File: src/rtl/oc8051_procarbiter_n.sv
// N-way arbiter sharing one memory/bus port among NPROC 8051 cores.
// Fixed-priority or round-robin selection, with a bus-hang watchdog.
module oc8051_procarbiter_n #(
   parameter int NPROC   = 4,
   parameter int AW      = 16,
   parameter int DW      = 8,
   parameter int RR      = 1,
   parameter int TIMEOUT = 255
) (
   input  logic                       clk,
   input  logic                       rst,
   input  logic [NPROC-1:0]           stb_i,
   input  logic [NPROC-1:0]           wr_i,
   input  logic [NPROC*AW-1:0]        addr_i,
   input  logic [NPROC*DW-1:0]        data_in_i,
   input  logic [NPROC-1:0]           priv_lvl_i,
   input  logic [NPROC*16-1:0]        dpc_ot_i,
   output logic [NPROC-1:0]           ack_o,
   output logic [DW-1:0]              data_out_o,
   output logic                       stb,
   output logic                       wr,
   output logic [AW-1:0]              addr,
   output logic [DW-1:0]              data_in,
   output logic                       priv_lvl,
   output logic [15:0]                dpc_ot,
   input  logic                       ack,
   input  logic [DW-1:0]              data_out,
   output logic [$clog2(NPROC)-1:0]   sel_idx,
   output logic                       busy,
   output logic                       timeout_err
);

   localparam int IW = $clog2(NPROC);
   localparam int WW = (TIMEOUT > 255) ? $clog2(TIMEOUT + 1) : 8;

   typedef enum logic {IDLE = 1'b0, BUSY = 1'b1} state_t;

   state_t          state, state_nxt;
   logic [IW-1:0]   holder, holder_nxt;
   logic [IW-1:0]   rr_ptr, rr_ptr_nxt;
   logic [IW-1:0]   winner;
   logic [IW:0]     scan_sum;
   logic [WW-1:0]   wdog, wdog_nxt;
   logic            tmo_nxt;
   logic            any_stb;

   assign any_stb = |stb_i;

   // Winner: the last assignment in each loop has the highest priority.
   always_comb begin
      winner   = '0;
      scan_sum = '0;
      if (RR != 0) begin
         for (int i = NPROC; i >= 1; i--) begin
            scan_sum = {1'b0, rr_ptr} + (IW+1)'(i);
            if (scan_sum >= (IW+1)'(NPROC))
               scan_sum = scan_sum - (IW+1)'(NPROC);
            if (stb_i[scan_sum[IW-1:0]])
               winner = scan_sum[IW-1:0];
         end
      end else begin
         for (int i = NPROC - 1; i >= 0; i--) begin
            if (stb_i[IW'(i)])
               winner = IW'(i);
         end
      end
   end

   // State register
   always_ff @(posedge clk) begin
      if (rst) begin
         state       <= IDLE;
         holder      <= '0;
         rr_ptr      <= IW'(NPROC - 1);
         wdog        <= '0;
         timeout_err <= 1'b0;
      end else begin
         state       <= state_nxt;
         holder      <= holder_nxt;
         rr_ptr      <= rr_ptr_nxt;
         wdog        <= wdog_nxt;
         timeout_err <= tmo_nxt;
      end
   end

   // Next-state logic; ack always takes precedence over the watchdog.
   always_comb begin
      state_nxt  = state;
      holder_nxt = holder;
      rr_ptr_nxt = rr_ptr;
      wdog_nxt   = wdog;
      tmo_nxt    = 1'b0;
      case (state)
         IDLE: begin
            if (any_stb) begin
               if (ack) begin
                  rr_ptr_nxt = winner;
               end else begin
                  holder_nxt = winner;
                  state_nxt  = BUSY;
                  wdog_nxt   = WW'(1);
               end
            end
         end
         BUSY: begin
            if (ack) begin
               state_nxt  = IDLE;
               rr_ptr_nxt = holder;
               wdog_nxt   = '0;
            end else if (TIMEOUT != 0 && wdog == WW'(TIMEOUT)) begin
               state_nxt  = IDLE;
               rr_ptr_nxt = holder;
               wdog_nxt   = '0;
               tmo_nxt    = 1'b1;
            end else if (wdog != '1) begin
               wdog_nxt = wdog + WW'(1);
            end
         end
         default: state_nxt = IDLE;
      endcase
   end

   // Output logic: routing is purely combinational from the selected slice.
   always_comb begin
      busy     = (state == BUSY);
      sel_idx  = (state == BUSY || !any_stb) ? holder : winner;
      stb      = stb_i[sel_idx];
      wr       = 1'b0;
      addr     = '0;
      data_in  = '0;
      priv_lvl = 1'b0;
      dpc_ot   = '0;
      for (int k = 0; k < NPROC; k++) begin
         if (sel_idx == IW'(k)) begin
            wr       = wr_i[k];
            addr     = addr_i[k*AW +: AW];
            data_in  = data_in_i[k*DW +: DW];
            priv_lvl = priv_lvl_i[k];
            dpc_ot   = dpc_ot_i[k*16 +: 16];
         end
      end
      // An ack coinciding with reset is discarded along with the transfer.
      ack_o      = (ack && stb && !rst) ? ({{(NPROC-1){1'b0}}, 1'b1} << sel_idx) : '0;
      data_out_o = data_out;
   end

endmodule

File: config.mk
export PLATFORM = sky130hd
export DESIGN_NAME = oc8051_procarbiter_n
export DESIGN_NICKNAME = d
export VERILOG_FILES = /design/src/rtl/oc8051_procarbiter_n.sv
export SDC_FILE = /design/constraint.sdc
export NUM_CORES = 1
export LEC_CHECK = 0
export ABC_AREA = 1
export CORE_AREA = 4 4 92 94
export CTS_CLUSTER_SIZE = 14
export DETAILED_ROUTE_END_ITERATION = 7
export DIE_AREA = 0 0 96 98
export GPL_ROUTABILITY_DRIVEN = 1
export HOLD_SLACK_MARGIN = 0.08
export PLACE_DENSITY_LB_ADDON = 0.12
export SETUP_SLACK_MARGIN = 0.05
export SLEW_MARGIN = 20
export SYNTH_ARGS = -nofsm -noshare
export SYNTH_HDL_FRONTEND = slang
export SYNTH_SLANG_ARGS = --single-unit
File: constraint.sdc
create_clock -name clk -period 3.57 [get_ports clk]
set_input_delay 0.5355 -clock clk [delete_from_list [all_inputs] [get_ports clk]]
set_output_delay 0.5355 -clock clk [all_outputs]
set_load 0.05 [all_outputs]
After elaboration in Yosys (flattened, before gate mapping)
Cells that the tools add are included.
{"block": "totals", "reg_bits": 14, "inputBits": 183, "word_cells": 104}
{"block": "op_classes", "add_sub_neg": 9, "n_lt_le_gt_ge": 9, "n_eq_ne": 10, "shift": 1, "mux": 57, "n_bitwise": 2, "reduce_logical": 11}
{"cell": "$mux 16", "n": 8}
{"cell": "$mux 8", "n": 9}
{"cell": "$mux 2", "n": 13}
{"cell": "$mux 1", "n": 18}
{"cell": "$pmux 8 s2", "n": 1}
{"cell": "$lt 2x3->1 const B", "n": 5}
{"cell": "$ge 3x3->1 const B", "n": 4}
{"cell": "$bmux 1 s2", "n": 5}
{"cell": "$reduce_and 3->1", "n": 3}
{"cell": "$add 8x1->8 const B", "n": 1}
{"cell": "$eq 8x8->1 const B", "n": 1}
{"cell": "$ne 8x8->1 const B", "n": 1}
{"cell": "$sub 2x1->2 const B", "n": 4}
{"cell": "$add 2x2->3 const B", "n": 2}
{"cell": "$ne 2x2->1 const B", "n": 3}
{"cell": "$eq 2x2->1 const B", "n": 2}
{"cell": "$mux 4", "n": 1}
{"cell": "$ne 4x2->1 const B", "n": 1}
{"cell": "$pmux 2 s2", "n": 1}
{"cell": "$reduce_or 4->1", "n": 1}
{"cell": "$shl 1x2->4 const A", "n": 1}
{"cell": "$add 2x1->3 const B", "n": 1}
{"cell": "$add 2x3->3 const B", "n": 1}
{"cell": "$ne 3x2->1 const B", "n": 1}
{"cell": "8 further kinds", "n": 11}

Depth between registers and ports, before layout
Gate-level depths: netlist of run 1.
{"block": "depth", "depth_word": 15, "ltp_mapped": 18}

Worst setup path before layout of run 1
Ideal clock, no wire load.
{"block": "synth_path", "path_type": "input to output", "startpoint": "input stb_i[3]", "endpoint": "output ack_o[0]", "arrival_ns": 2.515, "setup_slack_ns": 0.519, "stages": 17, "n_path_buf": 1, "path_cell_list": "inv_1 nand2_1 nand3_1 nand2_1 inv_1 nand2_1 nand2_1 nand2_2 nand3_2 nand2_4 buf_6 nand2_1 nand2_1 nand2_1 nand2_2 nand2_2 nor2_1"}
{"block": "synth_via", "elab_chain_cells": 12, "elab_cells_between_ends": 22}
{"item": "from (decl)", "line": "12", "text": "input logic [NPROC-1:0] stb_i,"}
{"item": "$bmux 1 s2", "line": "58", "text": "if (stb_i[scan_sum[IW-1:0]])"}
{"item": "$mux 1 (implied by the code)", "line": "58"}
{"item": "$mux 2 (4 in series)", "line": "58"}
{"item": "$mux 2", "line": "126", "text": "sel_idx = (state == BUSY || !any_stb) ? holder : winner;"}
{"item": "$bmux 1 s2 (*)", "line": "127", "text": "stb = stb_i[sel_idx];"}
{"item": "$mux 1 (implied by the code) (*)", "line": "127"}
{"item": "via stb", "line": "20", "text": "output logic stb,"}
{"item": "$logic_and 1x1->1 (*) (2 in series)", "line": "143", "text": "ack_o = (ack && stb && !rst) ? ({{(NPROC-1){1'b0}}, 1'b1} << sel_idx) : '0;"}
{"item": "$mux 4 (*)", "line": "143"}
{"item": "to (decl)", "line": "18", "text": "output logic [NPROC-1:0] ack_o,"}
Mark *: on every way through the listed nets, which the timed path passes. The rest lies on a longest branch. The select of a mux whose other input is x is not followed.

Worst setup path in the final report of run 1
{"block": "layout_path", "startpoint": "input stb_i[2]", "endpoint": "output dpc_ot[7]"}
{"block": "layout_via", "elab_chain_cells": 12, "elab_cells_between_ends": 24}
{"item": "$bmux 1 s2", "line": "58"}
{"item": "$mux 1 (implied by the code)", "line": "58"}
{"item": "$mux 2 (4 in series)", "line": "58"}
{"item": "$mux 2 (*)", "line": "126"}
{"item": "$logic_not 2->1", "line": "134", "text": "if (sel_idx == IW'(k)) begin"}
{"item": "$mux 16 (3 in series)", "line": "134"}
{"item": "$mux 16 (*)", "line": "134"}
{"item": "to (decl)", "line": "25", "text": "output logic [15:0] dpc_ot,"}
Mark *: on every way between the ends. The rest lies on a longest branch, timed or not. The select of a mux whose other input is x is not followed.

==> results.yml, run 1 <==
setup_path:
  r2r-end: "wdog[3]$_SDFFE_PP0P_"
  cp-endpoint: "dpc_ot[7]"
  arrival_ps: 2820
  cp_max_fo: 26
  cp-end-kind: "primary output"
  setup.worst_path.start: "stb_i[2]"
  start_kind: "primary input"
  reg2reg_slack_ps: 1730
  required_ps: 3030
  reg2reg_depth: 8
  criticalPathCategory: "in -> out"
  reg2reg_from: "wdog[0]$_SDFFE_PP0P_"
synthesis:
  synth_compound_area_frac: 0.0621
  yosys_register_bits: 14
  synth_cells: 397
  synth_enable_flop_cells: 0
  yosysTopAreaCell: "nand2_1"
  yosysWarningCount: 0
  synth_nets: 581
  synth.cell_area_mm2: 0.00213
  synth_xor_area_frac: 0.0164
  syn_avg_cell_area_um2: 5.38
  yosysUniqueCellTypes: 30
  ys_seq_area_frac: 0.131
  synth-async-reset-ratio: 0
  synthMuxAreaShare: 0
  synthFlopType: "dfxtp_1"
  netlist.area_leader.share: 0.306
  yosys.area_share.simple: 0.635
  synth_area_leaders: "nand2_1 (31%), dfxtp_1 (13%), nand4_1 (13%)"
  synth_top_family_by_area: "simple AND/OR/NAND/NOR gates"
  synth_fa_ha_area_frac: 0.00586
floorplan:
  die_w_um: 96
  dieArea_mm2: 0.00941
  num_rows: 32
  ioPinCount: 242
  core_mm2: 0.00765
  dieHeight_um: 98
  start_util: 0.279
drt:
  remaining_drc_errors: 0
  antenna_left: 0
  drtPass1Iterations: 6
  drt_iter0_markers: 90
  routed_wl_um: 11800
  via_per_inst: 4.90
  vias: 3471
  wl_per_cell_um: 16.7
pwr:
  finalPower_w: 0.00341
  ir_worst_vdd_mv: 0.401
  power_density_mw_per_mm2: 684
  power.static_leakage_nw: 2.09
timing:
  finalCriticalPeriod_ps: 3350
  hold_violations: 0
  clock.fmax_mhz: 298
  slew-limit-headroom: 0.640
  fin_worst_skew_ps: 1.52
  slew_viol_final: 0
  setup-tns-final_ps: 0
  hold_slack_ps: 500
  setup_viol: 0
  rsz0062_at_grt: "yes"
  worst_pin_slew_ps: 538
  period_share: 0.939
place:
  dp_hpwl_um: 9930
  numPortBuffers: 225
  place_congestion: 0.938
cts:
  cts.sinks: 14
  cts_buffers: 3
  hold_buffers: 0
  cts_buffer_depth: 2
  clkTransAtPathRegs_ps: 60
  cts_tree: "yes"
  clockRootBuffer: "clkbuf_8"
  clk_latency_ps: 250
  htreeDepth: 1
final_layout:
  syn_to_final_growth_pct: 134
  nFillCells: 670
  final_common_cell: "clkdlybuf4s50_1"
  layout_common_cells: "clkdlybuf4s50_1 (176), nand2_1 (174), buf_12 (51)"
  antenna_cells: 0
  drive_above_1_share: 0.137
  fin_nets: 791
global_route:
  antenna_found_initial: 2
  grtUsageTotal: 0.234
  grt_pass1_vias: 3423
  gr-total-overflow: 0
  grt_max_degree: 39
  grt_pass1_wl_um: 17300
run_status:
  outcome: "complete, no violations"
flow_run:
  cap_violations: 0
worst_hold_path:
  hp-class: "reg -> reg"
==> registers in the layout (all words and copies together) (netlist names) <==
name,flops
timeout_err,1
wdog,8
busy,1
holder,2
rr_ptr,2
==> where the power goes <==
part / internal (W) / switching, W
Sequential: 0.000165 / 0.0000108
Clock: 0.0000979 / 0.0000627
Combinational: 0.00135 / 0.00172
Total: 0.00161 / 0.00180
==> worst max-delay path, cell delays in order <==
cell and delay, ps:
clkdlybuf4s50_1 500, inv_1 70, nand4_1 130, inv_1 100, o21ai_1 420, nand2_8 170
nor2_4 190, buf_6 250, nand2_1 100, nand4_1 180, buf_12 160
==> final cells by class <==
cell class / count / area [um^2] / area share
repair buffers: 237 / 2870 / 0.575
multi-input cells: 325 / 1550 / 0.312
flip-flops and latches: 14 / 280 / 0.0562
well taps: 102 / 128 / 0.0256
inverters: 26 / 100 / 0.0201
clock buffers: 4 / 55.1 / 0.0110
==> stage by stage <==
| step | cells | setup slack [ps] | area, um^2 | utilization |
|---|---|---|---|---|
| finish | 708 | 217 | 4990 | 0.652 |
| detailed placement | 702 | 144 | 4890 | 0.640 |
| CTS | 706 | 136 | 4950 | 0.647 |
| global route | 708 | 49.2 | 4990 | 0.652 |
| global placement | 702 | 172 | 4890 | 0.640 |
| floorplan | 397 | 519 | 2130 | - |
==> cell families (layout without fill, tap and decap cells) <==
family                     count (synthesis)  after routing
DFF                                       14             14
xor gates and xnor gates                   4              4
AOI/OAI and AO/OA                         24             24
and+or+nand+nor                          296            296
adders and majority gates                  1              1
buffers and inverters                     58            267
==> worst min-delay path by stage <==
stage                                       to                 start  slack [ps]  depth (start not counted)
after floorplan           wdog[6]$_SDFFE_PP0P_  wdog[6]$_SDFFE_PP0P_         470                          2
after global placement    wdog[7]$_SDFFE_PP0P_  wdog[7]$_SDFFE_PP0P_         490                          2
after detailed placement  wdog[7]$_SDFFE_PP0P_  wdog[7]$_SDFFE_PP0P_         500                          2
after CTS                 wdog[7]$_SDFFE_PP0P_  wdog[7]$_SDFFE_PP0P_         500                          2
after global routing      wdog[7]$_SDFFE_PP0P_  wdog[7]$_SDFFE_PP0P_         530                          2
final                     wdog[7]$_SDFFE_PP0P_  wdog[7]$_SDFFE_PP0P_         500                          2
==> routing by layer <==
layer	GRT usage	share of wire
met4	0.0711	0.030
met1	0.241	0.36
met5	0	0.0033
met3	0.0901	0.11
met2	0.427	0.50
==> synth_stat cells, types with 2 or more instances <==
master / instances
nand2_1: 174
nand3_1: 50
nand4_1: 44
inv_1: 21
buf_2: 16
nor2_1: 15
dfxtp_1: 14
a21oi_1: 11
buf_4: 9
o21ai_0: 7
buf_6: 6
inv_2: 4
nand2_2: 3
xor2_1: 3
nand3_2: 2
nor2_4: 2
nor3b_1: 2
o21ai_1: 2
==> timing repair <==
action	4_1_cts	5_1_grt
setup endpoints to repair	0	42
setup buffers	0	2
gates resized for setup	0	6
endpoints found under the hold margin	0	0
(Power assumes the default switching activity.)
==> inputs of run 2 (changes only) <==
- MAX_ROUTING_LAYER: default -> met4
==> results.yml, run 2 (synthesis gave the netlist of run 1 again) <==
worst_hold_path:
  hp-class: "reg -> reg"
  hold_path_depth: 2
  min_to: "wdog[7]$_SDFFE_PP0P_"
  min_from: "wdog[7]$_SDFFE_PP0P_"
final_layout:
  seqCellArea_um2: 280
  multi_input_area_mm2: 0.00155
  fin_nets: 791
  nFillCells: 672
  drive_above_1_share: 0.137
  top_register: "wdog"
  syn_to_final_growth_pct: 134
  layout_common_cells: "clkdlybuf4s50_1 (176), nand2_1 (174), buf_12 (51)"
  final_common_cell: "clkdlybuf4s50_1"
  fin_area_mm2: 0.00499
  top_regs: "wdog (8), holder (2), rr_ptr (2)"
  largest_reg_flops: 8
timing:
  fin_worst_skew_ps: 1.22
  fin_ws_ps: 210
  period_share: 0.941
  rsz0062_at_grt: "yes"
  clock.fmax_mhz: 298
  setup_viol: 0
  slew-limit-headroom: 0.638
  hold_violations: 0
  finalCriticalPeriod_ps: 3360
  worst_pin_slew_ps: 541
  setup-tns-final_ps: 0
  slew_viol_final: 0
pwr:
  p_int_w: 0.00161
  power_density_mw_per_mm2: 684
  power.share.clock: 0.047
  swShare: 0.527
  power.static_leakage_nw: 2.09
  ir_worst_vdd_mv: 0.401
  power_frac_seq: 0.052
  power.switching_w: 0.00180
  pwr-share-comb: 0.901
setup_path:
  cp_max_fo: 26
  reg2reg_depth: 8
  reg2reg_slack_ps: 1730
  timing.critical_path.buf_inv: 5
  worstPathCellList: "clkdlybuf4s50_1 > inv_1 > nand4_1 > inv_1 > o21ai_1 > nand2_8 > nor2_4 > buf_6 > nand2_1 > nand4_1 > buf_12"
  critPathSlowestCell: "clkdlybuf4s50_1"
  cp-end-kind: "primary output"
  required_ps: 3030
  reg2reg_from: "wdog[0]$_SDFFE_PP0P_"
  path_depth: 11
  criticalPathCategory: "in -> out"
  arrival_ps: 2820
  r2r-end: "wdog[3]$_SDFFE_PP0P_"
  path_delay_family: "buffers and inverters"
  critPathMaxStageDelay_ps: 500
  start_kind: "primary input"
global_route:
  grt_max_degree: 39
  gr-total-overflow: 0
  grt_pass1_wl_um: 17300
  antenna_found_initial: 2
  grt_pass1_vias: 3419
  grtUsageTotal: 0.241
floorplan:
  ioPinCount: 242
  num_rows: 32
  core_mm2: 0.00765
  dieArea_mm2: 0.00941
  dieHeight_um: 98
  start_util: 0.279
  die_w_um: 96
drt:
  routed_wl_um: 11900
  vias: 3466
  wl_per_cell_um: 16.7
  drt_iter0_markers: 89
  remaining_drc_errors: 0
  drtPass1Iterations: 4
  via_per_inst: 4.88
  antenna_left: 0
place:
  postPlaceCellArea_mm2: 0.00489
  dp_hpwl_um: 9930
  dp_slack_ps: 144
  place_congestion: 0.955
  numPortBuffers: 225
cts:
  htreeDepth: 1
  clk_latency_ps: 250
  clockRootBuffer: "clkbuf_8"
  hold_buffers: 0
  cts.sinks: 14
  cts_tree: "yes"
  clkTransAtPathRegs_ps: 60
  cts_buffer_depth: 2
  cts_buffers: 3
flow_run:
  cap_violations: 0
run_status:
  outcome: "complete, no violations"
==> run 2: power by group through the flow <==
stage	clock network, W	logic (W)	registers (W)
after floorplan	0	0.00157	0.000176
after global placement	0	0.00305	0.000178
after detailed placement	0	0.00307	0.000179
after CTS	0.000164	0.00307	0.000175
after global routing	0.000175	0.00322	0.000176
final	0.000161	0.00307	0.000176
==> run 2: worst max-delay path by stage <==
stage / end / from
floorplan: ack_o[0] / stb_i[3]
global placement: dpc_ot[7] / stb_i[3]
detailed placement: ack_o[2] / stb_i[2]
CTS: ack_o[2] / stb_i[2]
global route: dpc_ot[7] / stb_i[3]
finish: dpc_ot[7] / stb_i[2]
==> run 2: cell type report <==
| type | instances | share of cell area |
|---|---|---|
| sequential | 14 | 0.0562 |
| tap | 102 | 0.0256 |
| inverter | 26 | 0.0201 |
| antenna | 2 | 0.00100 |
| multi-input combinational | 325 | 0.311 |
| timing repair buffer | 237 | 0.575 |
| clock buffer | 4 | 0.0110 |
==> run 2: worst min-delay path, delay by kind of cell, from the launching register on <==
family | cells | cell delay [ps]
AND/OR/NAND/NOR | 1 | 70
flip-flops | 1 | 330
AO/OA/AOI/OAI | 1 | 60
==> run 2: repair_timing <==
| item | 4_1_cts | 5_1_grt |
|---|---|---|
| setup endpoints to repair | 0 | 42 |
| gates resized for setup | 0 | 6 |
| buffers inserted | 0 | 2 |
==> run 2: per-stage QoR <==
step	std cells	utilization	hold slack [ps]	power, W
5_1_grt	710	0.653	532	0.00357
3_5_place_dp	702	0.640	495	0.00324
4_1_cts	706	0.647	503	0.00341
6_report	710	0.653	500	0.00341
3_3_place_gp	702	0.640	489	0.00322
2_1_floorplan	397	-	470	0.00175
==> run 2: per-layer routing <==
layer	track usage	part of all wire	vias to the layer above
met5	-	0	-
met4	0.0722	0.029	0
met3	0.0763	0.10	34
met2	0.424	0.49	169
met1	0.253	0.38	1530
li1	-	-	1733
